File: src/rtl/step_controller_pkg.sv
// Shared state encoding and default timing for the single-step button controller.
package step_controller_pkg;

    typedef enum logic [2:0] {
        ST_IDLE       = 3'd0,
        ST_PRESS_DB   = 3'd1,
        ST_HELD       = 3'd2,
        ST_REPEAT     = 3'd3,
        ST_RELEASE_DB = 3'd4
    } step_state_t;

    localparam int unsigned DEF_DEBOUNCE_CYCLES = 500000;
    localparam int unsigned DEF_REPEAT_DELAY    = 25000000;
    localparam int unsigned DEF_REPEAT_PERIOD   = 5000000;

    // Width of a counter that must hold values 0..max_val, never narrower than one bit.
    function automatic int unsigned cnt_width(input int unsigned max_val);
        return (max_val < 2) ? 1 : $clog2(max_val + 1);
    endfunction

endpackage

File: src/rtl/step_controller_sync_debounce.sv
// Two-flop synchronizer plus a run-length counter that flags the cycle in which the
// synchronized level has matched target_level for STABLE_CYCLES consecutive cycles.
module sync_debounce
    import step_controller_pkg::*;
#(
    parameter int unsigned STABLE_CYCLES = DEF_DEBOUNCE_CYCLES
) (
    input  logic clk,
    input  logic rst_n,
    input  logic raw_in,
    input  logic target_level,
    output logic level,
    output logic stable_done
);

    localparam int unsigned      CNT_W    = cnt_width(STABLE_CYCLES);
    localparam logic [CNT_W-1:0] LAST_CNT = CNT_W'(STABLE_CYCLES - 1);

    logic             sync_meta;
    logic [CNT_W-1:0] run_cnt;

    // The counter restarts after a hit so the owner sees one pulse per qualified run.
    assign stable_done = (level == target_level) && (run_cnt == LAST_CNT);

    always_ff @(posedge clk or negedge rst_n) begin
        if (!rst_n) begin
            sync_meta <= 1'b0;
            level     <= 1'b0;
            run_cnt   <= '0;
        end else begin
            sync_meta <= raw_in;
            level     <= sync_meta;
            if ((level != target_level) || stable_done) begin
                run_cnt <= '0;
            end else begin
                run_cnt <= run_cnt + CNT_W'(1);
            end
        end
    end

endmodule

File: src/rtl/step_controller.sv
// Single-step controller: debounced push-button to a step_req/step_ack handshake.
// Auto-repeat while the button is held is built only when STEP_AUTOREPEAT_EN is defined.
//
// state         | meaning
// --------------+-----------------------------------------------------------
// ST_IDLE       | button released, waiting for a synchronized 1
// ST_PRESS_DB   | counting consecutive 1 cycles towards an accepted press
// ST_HELD       | press accepted (one step issued), counting towards auto-repeat
// ST_REPEAT     | auto-repeat: one step every REPEAT_PERIOD held cycles
// ST_RELEASE_DB | counting consecutive 0 cycles; a 1 resumes HELD/REPEAT
module step_controller
    import step_controller_pkg::*;
#(
    parameter int unsigned DEBOUNCE_CYCLES = DEF_DEBOUNCE_CYCLES,
    parameter int unsigned REPEAT_DELAY    = DEF_REPEAT_DELAY,
    parameter int unsigned REPEAT_PERIOD   = DEF_REPEAT_PERIOD
) (
    input  logic        clk,
    input  logic        rst_n,
    input  logic        debug_core,
    input  logic        raw_next_inst,
    input  logic        step_ack,
    output logic        step_req,
    output logic        button_stable,
    output logic [15:0] step_count,
    output logic        overrun
);

    if (DEBOUNCE_CYCLES < 1) begin : g_bad_debounce
        $error("step_controller: DEBOUNCE_CYCLES must be at least 1");
    end
    if ((REPEAT_DELAY < 1) || (REPEAT_PERIOD < 1)) begin : g_bad_repeat
        $error("step_controller: REPEAT_DELAY and REPEAT_PERIOD must be at least 1");
    end

    step_state_t state;
    logic        level;
    logic        db_done;
    logic        db_target;
    logic        step_evt;

`ifdef STEP_AUTOREPEAT_EN
    localparam int unsigned TIMER_MAX = (REPEAT_DELAY > REPEAT_PERIOD) ? REPEAT_DELAY
                                                                       : REPEAT_PERIOD;
    localparam int unsigned        TIMER_W     = cnt_width(TIMER_MAX);
    localparam logic [TIMER_W-1:0] DELAY_LOAD  = TIMER_W'(REPEAT_DELAY - 1);
    localparam logic [TIMER_W-1:0] PERIOD_LOAD = TIMER_W'(REPEAT_PERIOD - 1);

    logic [TIMER_W-1:0] rpt_timer;
    logic               ret_repeat;
`endif

    // Press qualification counts 1s; every other state counts 0s towards release.
    assign db_target = (state == ST_IDLE) || (state == ST_PRESS_DB);

    sync_debounce #(
        .STABLE_CYCLES(DEBOUNCE_CYCLES)
    ) u_sync_debounce (
        .clk         (clk),
        .rst_n       (rst_n),
        .raw_in      (raw_next_inst),
        .target_level(db_target),
        .level       (level),
        .stable_done (db_done)
    );

    always_ff @(posedge clk or negedge rst_n) begin
        if (!rst_n) begin
            state         <= ST_IDLE;
            button_stable <= 1'b0;
            step_evt      <= 1'b0;
`ifdef STEP_AUTOREPEAT_EN
            rpt_timer     <= '0;
            ret_repeat    <= 1'b0;
`endif
        end else begin
            step_evt <= 1'b0;
            case (state)
                ST_IDLE, ST_PRESS_DB: begin
                    if (!level) begin
                        state <= ST_IDLE;
                    end else if (db_done) begin
                        state         <= ST_HELD;
                        button_stable <= 1'b1;
                        step_evt      <= 1'b1;
`ifdef STEP_AUTOREPEAT_EN
                        rpt_timer     <= DELAY_LOAD;
`endif
                    end else begin
                        state <= ST_PRESS_DB;
                    end
                end
                ST_HELD: begin
                    if (!level) begin
                        state         <= db_done ? ST_IDLE : ST_RELEASE_DB;
                        button_stable <= !db_done;
`ifdef STEP_AUTOREPEAT_EN
                        ret_repeat    <= 1'b0;
`endif
                    end
`ifdef STEP_AUTOREPEAT_EN
                    else if (rpt_timer == '0) begin
                        state     <= ST_REPEAT;
                        rpt_timer <= PERIOD_LOAD;
                    end else begin
                        rpt_timer <= rpt_timer - TIMER_W'(1);
                    end
`endif
                end
`ifdef STEP_AUTOREPEAT_EN
                ST_REPEAT: begin
                    if (!level) begin
                        state         <= db_done ? ST_IDLE : ST_RELEASE_DB;
                        button_stable <= !db_done;
                        ret_repeat    <= 1'b1;
                    end else if (rpt_timer == '0) begin
                        step_evt  <= 1'b1;
                        rpt_timer <= PERIOD_LOAD;
                    end else begin
                        rpt_timer <= rpt_timer - TIMER_W'(1);
                    end
                end
`endif
                ST_RELEASE_DB: begin
                    // The repeat timer is left untouched here so a glitch resumes it.
                    if (level) begin
`ifdef STEP_AUTOREPEAT_EN
                        state <= ret_repeat ? ST_REPEAT : ST_HELD;
`else
                        state <= ST_HELD;
`endif
                    end else if (db_done) begin
                        state         <= ST_IDLE;
                        button_stable <= 1'b0;
                    end
                end
                default: begin
                    state         <= ST_IDLE;
                    button_stable <= 1'b0;
                end
            endcase
        end
    end

    // Only one request may be outstanding; an event arriving while it is pending is lost.
    always_ff @(posedge clk or negedge rst_n) begin
        if (!rst_n) begin
            step_req   <= 1'b0;
            overrun    <= 1'b0;
            step_count <= 16'h0000;
        end else begin
            if (step_req && step_ack) begin
                step_count <= step_count + 16'd1;
            end
            if (!debug_core) begin
                step_req <= 1'b0;
            end else if (step_req) begin
                if (step_ack) begin
                    step_req <= 1'b0;
                end
                if (step_evt) begin
                    overrun <= 1'b1;
                end
            end else if (step_evt) begin
                step_req <= 1'b1;
            end
        end
    end

endmodule
File: config.mk
export PLATFORM = sky130hd
export DESIGN_NAME = step_controller
export DESIGN_NICKNAME = d
export VERILOG_FILES = /design/src/rtl/step_controller_pkg.sv /design/src/rtl/step_controller_sync_debounce.sv /design/src/rtl/step_controller.sv
export SDC_FILE = /design/constraint.sdc
export NUM_CORES = 1
export LEC_CHECK = 0
export ABC_CLOCK_PERIOD_IN_PS = 4000
export BUFFER_PORTS_ARGS = -buffer_cell sky130_fd_sc_hd__buf_2
export CAP_MARGIN = 10
export CORE_MARGIN = 3
export CORE_UTILIZATION = 55
export CTS_BUF_LIST = sky130_fd_sc_hd__clkbuf_4 sky130_fd_sc_hd__clkbuf_8
export DETAILED_ROUTE_END_ITERATION = 10
export PLACE_DENSITY = 0.76
export SYNTH_ARGS = -nofsm -noshare
export SYNTH_HDL_FRONTEND = slang
export SYNTH_SLANG_ARGS = --single-unit
File: constraint.sdc
create_clock -name clk -period 4 [get_ports clk]
set_clock_uncertainty 0.2 [all_clocks]
set_input_delay 0.4 -clock clk [delete_from_list [all_inputs] [get_ports clk]]
set_output_delay 0.4 -clock clk [all_outputs]
set_load 0.05 [all_outputs]
; ---- Word level (Yosys, flattened, before mapping)
; Index checks and enable logic that the tools add are counted.
; Widths: inputs -> output; s select.
[classes]
n_bitwise = 0
n_addsub = 2
n_shift = 0
n_mul = 0
n_mux = 21
n_reduce_logical = 10
eq_ne = 12
div = 0
order_cmp = 0
[op_table]
columns = op, n
row1 = $add 19x1->19 const B, 1
row2 = $eq 19x19->1 const B, 1
row3 = $mux 19, 1
row4 = $add 16x1->16 const B, 1
row5 = $mux 1, 12
row6 = $mux 3, 4
row7 = $pmux 3 s3, 1
row8 = $ne 2x2->1 const B, 4
row9 = $reduce_and 5->1, 1
row10 = $mux 2, 2
row11 = $eq 3x1->1 const B, 1
row12 = $eq 3x2->1 const B, 1
row13 = $eq 3x3->1 const B, 1
row14 = $logic_not 3->1, 1
row15 = $ne 3x2->1 const B, 1
row16 = $pmux 1 s3, 1
row17 = $reduce_and 3->1, 1
row18 = $logic_and 1x1->1, 2
row19 = $logic_or 1x1->1, 2
row20 = $ne 2x1->1 const B, 1
row21 = $reduce_and 2->1, 1
row22 = $reduce_or 2->1, 1
row23 = $eq 1x1->1, 1
row24 = $logic_not 1->1, 1
row25 = $ne 1x1->1, 1
[word_totals]
in_bits = 5
out_inout_bits = 19
register_bits = 44
latchBits = 0
mem_bits_rw = 0
n_memories = 0
romBits = 0

; ---- Longest topological paths before layout
[depth]
depth_word = 7
mapped_depth = 7

; ---- Modules after synthesis
; Synthesis repeated with hierarchy kept, for this count alone.
[unflattened]
hier_cells = 191
area_unflattened_um2 = 2037.0
[by_module_without_submodules]
columns = mod, area_each_um2, cells_each, n_inst, seq_area_each_um2
row1 = step_controller, 1033.5, 87, 1, 575.6
row2 = sync_debounce, 1003.5, 104, 1, 525.5

; ---- Worst setup path before layout
; Ideal clock, no wire load.
[synth_path]
path_kind = register to register
startpoint = register u_sync_debounce.run_cnt[0]
endpoint = register u_sync_debounce.run_cnt[10]
required_ns = 3.681
arrival_time_ns = 1.632
setup_ns = 0.119
path_buffers = 2
setup_slack_ns = 2.049
stages_incl_launch_ff = 8
period_less_slack_ns = 1.951
path_cell_list = dfrtp_1 -> ha_1 -> nand3_2 -> or3_1 -> buf_2 -> o21ai_4 -> buf_6 -> nor2_1
[synth_between]
elab_chain_len = 4
elab_cells_between_ends = 5
[synth_rtl]
columns = element, line_no
row1 = start: declaration, step_controller_sync_debounce.sv:20  ; logic [CNT_W-1:0] run_cnt;
row2 = start signal: assignment, step_controller_sync_debounce.sv:36  ; run_cnt <= run_cnt + CNT_W'(1);
row3 = branches (longest 3 deep; another with $add 19x1->19), n/a
row4 = $mux 19 (*), step_controller_sync_debounce.sv:33  ; if ((level != target_level) || stable_done) begin
; Every way passes the cells marked *.
; A chain may end at the register's enable or synchronous reset.

; ---- Worst setup path after layout
[layout_path]
startpoint = register u_sync_debounce.run_cnt[0]
endpoint = register u_sync_debounce.run_cnt[13]
; The elaborated chain is that of the path after synthesis.

==> reports/metrics.csv <==
stage,metric,value,unit
floorplan,Die W,66.4,µm
yosys,Post-Syn Area,0.00201,mm²
timing,final slew viol count,0,
clocking,postcts setup bufs,0,
floorplan,I/O Pins,24,
outcome,run status,"complete, but fails checks",
drt,drt pass-1 iters,4,
floorplan,starting density of the core,0.588,
worst_setup_path,Worst setup EP type,register,
timing,"Hold Vio Cnt, Final",15,
floorplan,CORE AREA,0.00342,mm²
clocking,post-CTS sizing,0,
floorplan,DIE AREA,0.00441,mm²
worst_setup_path,family with the most delay on the worst path,simple AND/OR/NAND/NOR gates,
power_and_ir_drop,Static Leak,1.02,nW
drt,DRC violations left,0,
yosys,Synth Flop Type,dfrtp_1,
outcome,failing checks,hold timing,
drt,routed len/inst,13.6,µm
worst_setup_path,"Req. time, crit path",4.00,ns
run,max-cap check violation count,0,
place,Buffers on Ports,23,
place,RePlAce Congestion,0.834,
timing,Worst-Margin Slew,0.933,ns
yosys,number of enable flip-flop cells after synthesis,0,
floorplan,# rows,21,
drt,Initial DRC Count,47,
power_and_ir_drop,VDD IR-drop max,0.224,mV
finish,fillers,286,
yosys,Mapped Cells,184,
worst_setup_path,Crit Path Class,register to register,
worst_setup_path,Reg2Reg Launch Point,u_sync_debounce.run_cnt[0],
drt,Vias,1463,
global_route,first-pass GRT wire length,6180,µm
drt,final antenna-violating net count,0,
finish,Syn-to-layout area delta,11.7,%
worst_hold_path,hold crit path type,input pin to asynchronous set/reset pin,
yosys,sequential area share after synthesis,0.549,
clocking,CTS tree,yes,
finish,share of post-route cells with drive strength above 1,0.179,
timing,final worst path period share,0.547,
global_route,Total GRT Usage,0.184,
worst_setup_path,crit path buf inv count,0,
timing,Slew headroom,0.378,
clocking,Inserted Clock Buffers,5,
timing,Fmax,0.457,GHz
clocking,Root Buffer,clkbuf_4,
yosys,Synth Register Bits,44,
yosys,Synth cell types,31,
timing,RSZ-0062 raised after global routing,false,
timing,Period minus WS final,2.19,ns
worst_setup_path,Reg2Reg Depth,5,
worst_setup_path,crit path max fanout,19,
clocking,H-Tree Depth,2,
floorplan,die height,66.4,µm
worst_setup_path,reg-to-reg setup timing slack,1.81,ns
finish,Antenna diodes,0,
power_and_ir_drop,Power Total,725,µW
worst_setup_path,CP Cell Sequence,"ha_1, nand3_2, or3_1, o21ai_4, nor2_1",
timing,Hold WS,-0.0118,ns
yosys,Synth Warn #,0,
finish,# nets final,220,
place,hpwl dp,2550,µm
global_route,initial antenna violation count,0,
drt,vias per inst,5.67,
global_route,grt ovf,0,
clocking,CTS Buffer Depth,2,
worst_setup_path,total stage count of the critical path,5,
yosys,asr flop ratio synth,1.00,
worst_setup_path,startpoint types,register,
timing,Final setup viols,0,
clocking,CTS Hold Buffers Added,1,
finish,most frequent cells in the layout,"dfrtp_1, xnor2_1, nor2_1, buf_2, nand3_1",
finish,most common library cell in the layout ignoring fill and taps,dfrtp_1,
worst_setup_path,reg-to-reg critical path endpoint,u_sync_debounce.run_cnt[13],
timing,Setup TNS Final,0,ns
clocking,"Clk pin slew, worst setup/hold paths",0.12,ns
global_route,largest net degree at the start of global routing,45,
yosys,average size of a mapped cell,10.9,µm²
clocking,Sink Count,44,
drt,total wire length,3500,µm
yosys,Mapped Nets,191,
power_and_ir_drop,Pwr Density,324,mW/mm²
global_route,vias in the first global route,1453,
clocking,Worst-Skew Late Latency,0.34,ns
worst_setup_path,Max stage delay on crit path,0.49,ns
worst_setup_path,Worst Path Arrival,2.19,ns
worst_setup_path,CP max-delay cell,or3_1,
how the worst max path moves through the flow:
stage                                from                          end  slack, ns
2_1_floorplan  u_sync_debounce.run_cnt[0]  u_sync_debounce.run_cnt[10]       2.05
3_3_place_gp   u_sync_debounce.run_cnt[0]  u_sync_debounce.run_cnt[18]       1.92
3_5_place_dp   u_sync_debounce.run_cnt[0]  u_sync_debounce.run_cnt[10]       1.83
4_1_cts        u_sync_debounce.run_cnt[0]  u_sync_debounce.run_cnt[13]       1.79
5_1_grt        u_sync_debounce.run_cnt[0]  u_sync_debounce.run_cnt[18]       1.68
6_report       u_sync_debounce.run_cnt[0]  u_sync_debounce.run_cnt[13]       1.81
cells by family after synthesis:
group / count (synthesis) / synth area share
buffers and inverters: 9 / 0.0212
flip-flops: 44 / 0.549
multiplexers: 1 / 0.00561
XOR/XNOR: 31 / 0.135
AND/OR/NAND/NOR: 82 / 0.222
adder cells (fa/ha/maj): 2 / 0.0125
AO/OA/AOI/OAI: 15 / 0.0549
sequential cells by signal, indices dropped and copies added (netlist names):
name and cells:
state 3, u_sync_debounce.run_cnt 19, step_count 16, step_req 1, u_sync_debounce.level 1, u_sync_debounce.sync_meta 1, button_stable 1, overrun 1
step_evt 1
through the flow:
stage	setup slack (ns)	instances	hold slack, ns	cell area, µm²	util
finish	1.81	258	-0.0118	2240	0.656
global route	1.68	258	0.0549	2240	0.656
CTS	1.79	258	0.0123	2240	0.656
detailed placement	1.83	251	0.146	2160	0.633
global placement	1.92	251	0.140	2160	0.633
floorplan	2.05	184	-0.0956	2010	-
metal layers:
metal | part of all wire | up-vias | GRT usage
met5 | 0 | - | 0
met4 | 0.016 | 0 | 0.0685
met3 | 0.049 | 8 | 0.0476
met2 | 0.50 | 42 | 0.322
met1 | 0.44 | 709 | 0.214
li1 | - | 704 | -
power breakdown:
group,internal (mW),switching (mW)
clock network,0.125,0.126
registers,0.449,0.00393
logic,0.00564,0.0157
worst reg2reg max path, stage by stage, from the launching register on:
cell and delay, ns:
dfrtp_1 0.41, ha_1 0.23, nand3_2 0.15, or3_1 0.49
o21ai_4 0.47, nor2_1 0.11
cell type report:
class | instances | area (µm²) | share of cell area
tap | 46 | 57.6 | 0.0257
clock inverter | 1 | 30.0 | 0.0134
multi-input combinational | 131 | 863 | 0.385
sequential | 44 | 1100 | 0.491
timing repair buffer | 24 | 125 | 0.0558
inverter | 7 | 26.3 | 0.0117
clock buffer | 5 | 37.5 | 0.0168
synth_stat cells, types with 2 or more instances:
cell | number | area, µm²
xnor2_1 | 26 | 228
dfrtp_1 | 44 | 1100
nor2_1 | 25 | 93.8
a31o_2 | 2 | 17.5
o31ai_1 | 3 | 22.5
nand2_1 | 8 | 30.0
and3_1 | 5 | 31.3
and4_1 | 2 | 17.5
ha_1 | 2 | 25.0
xor2_1 | 5 | 43.8
nor4_1 | 7 | 43.8
inv_1 | 7 | 26.3
a21oi_1 | 5 | 25.0
nor3_1 | 7 | 35.0
or4_1 | 2 | 15.0
nand3_2 | 2 | 20.0
nand3_1 | 11 | 55.1
nand4_1 | 8 | 50.1
(Power assumes the default switching activity.)
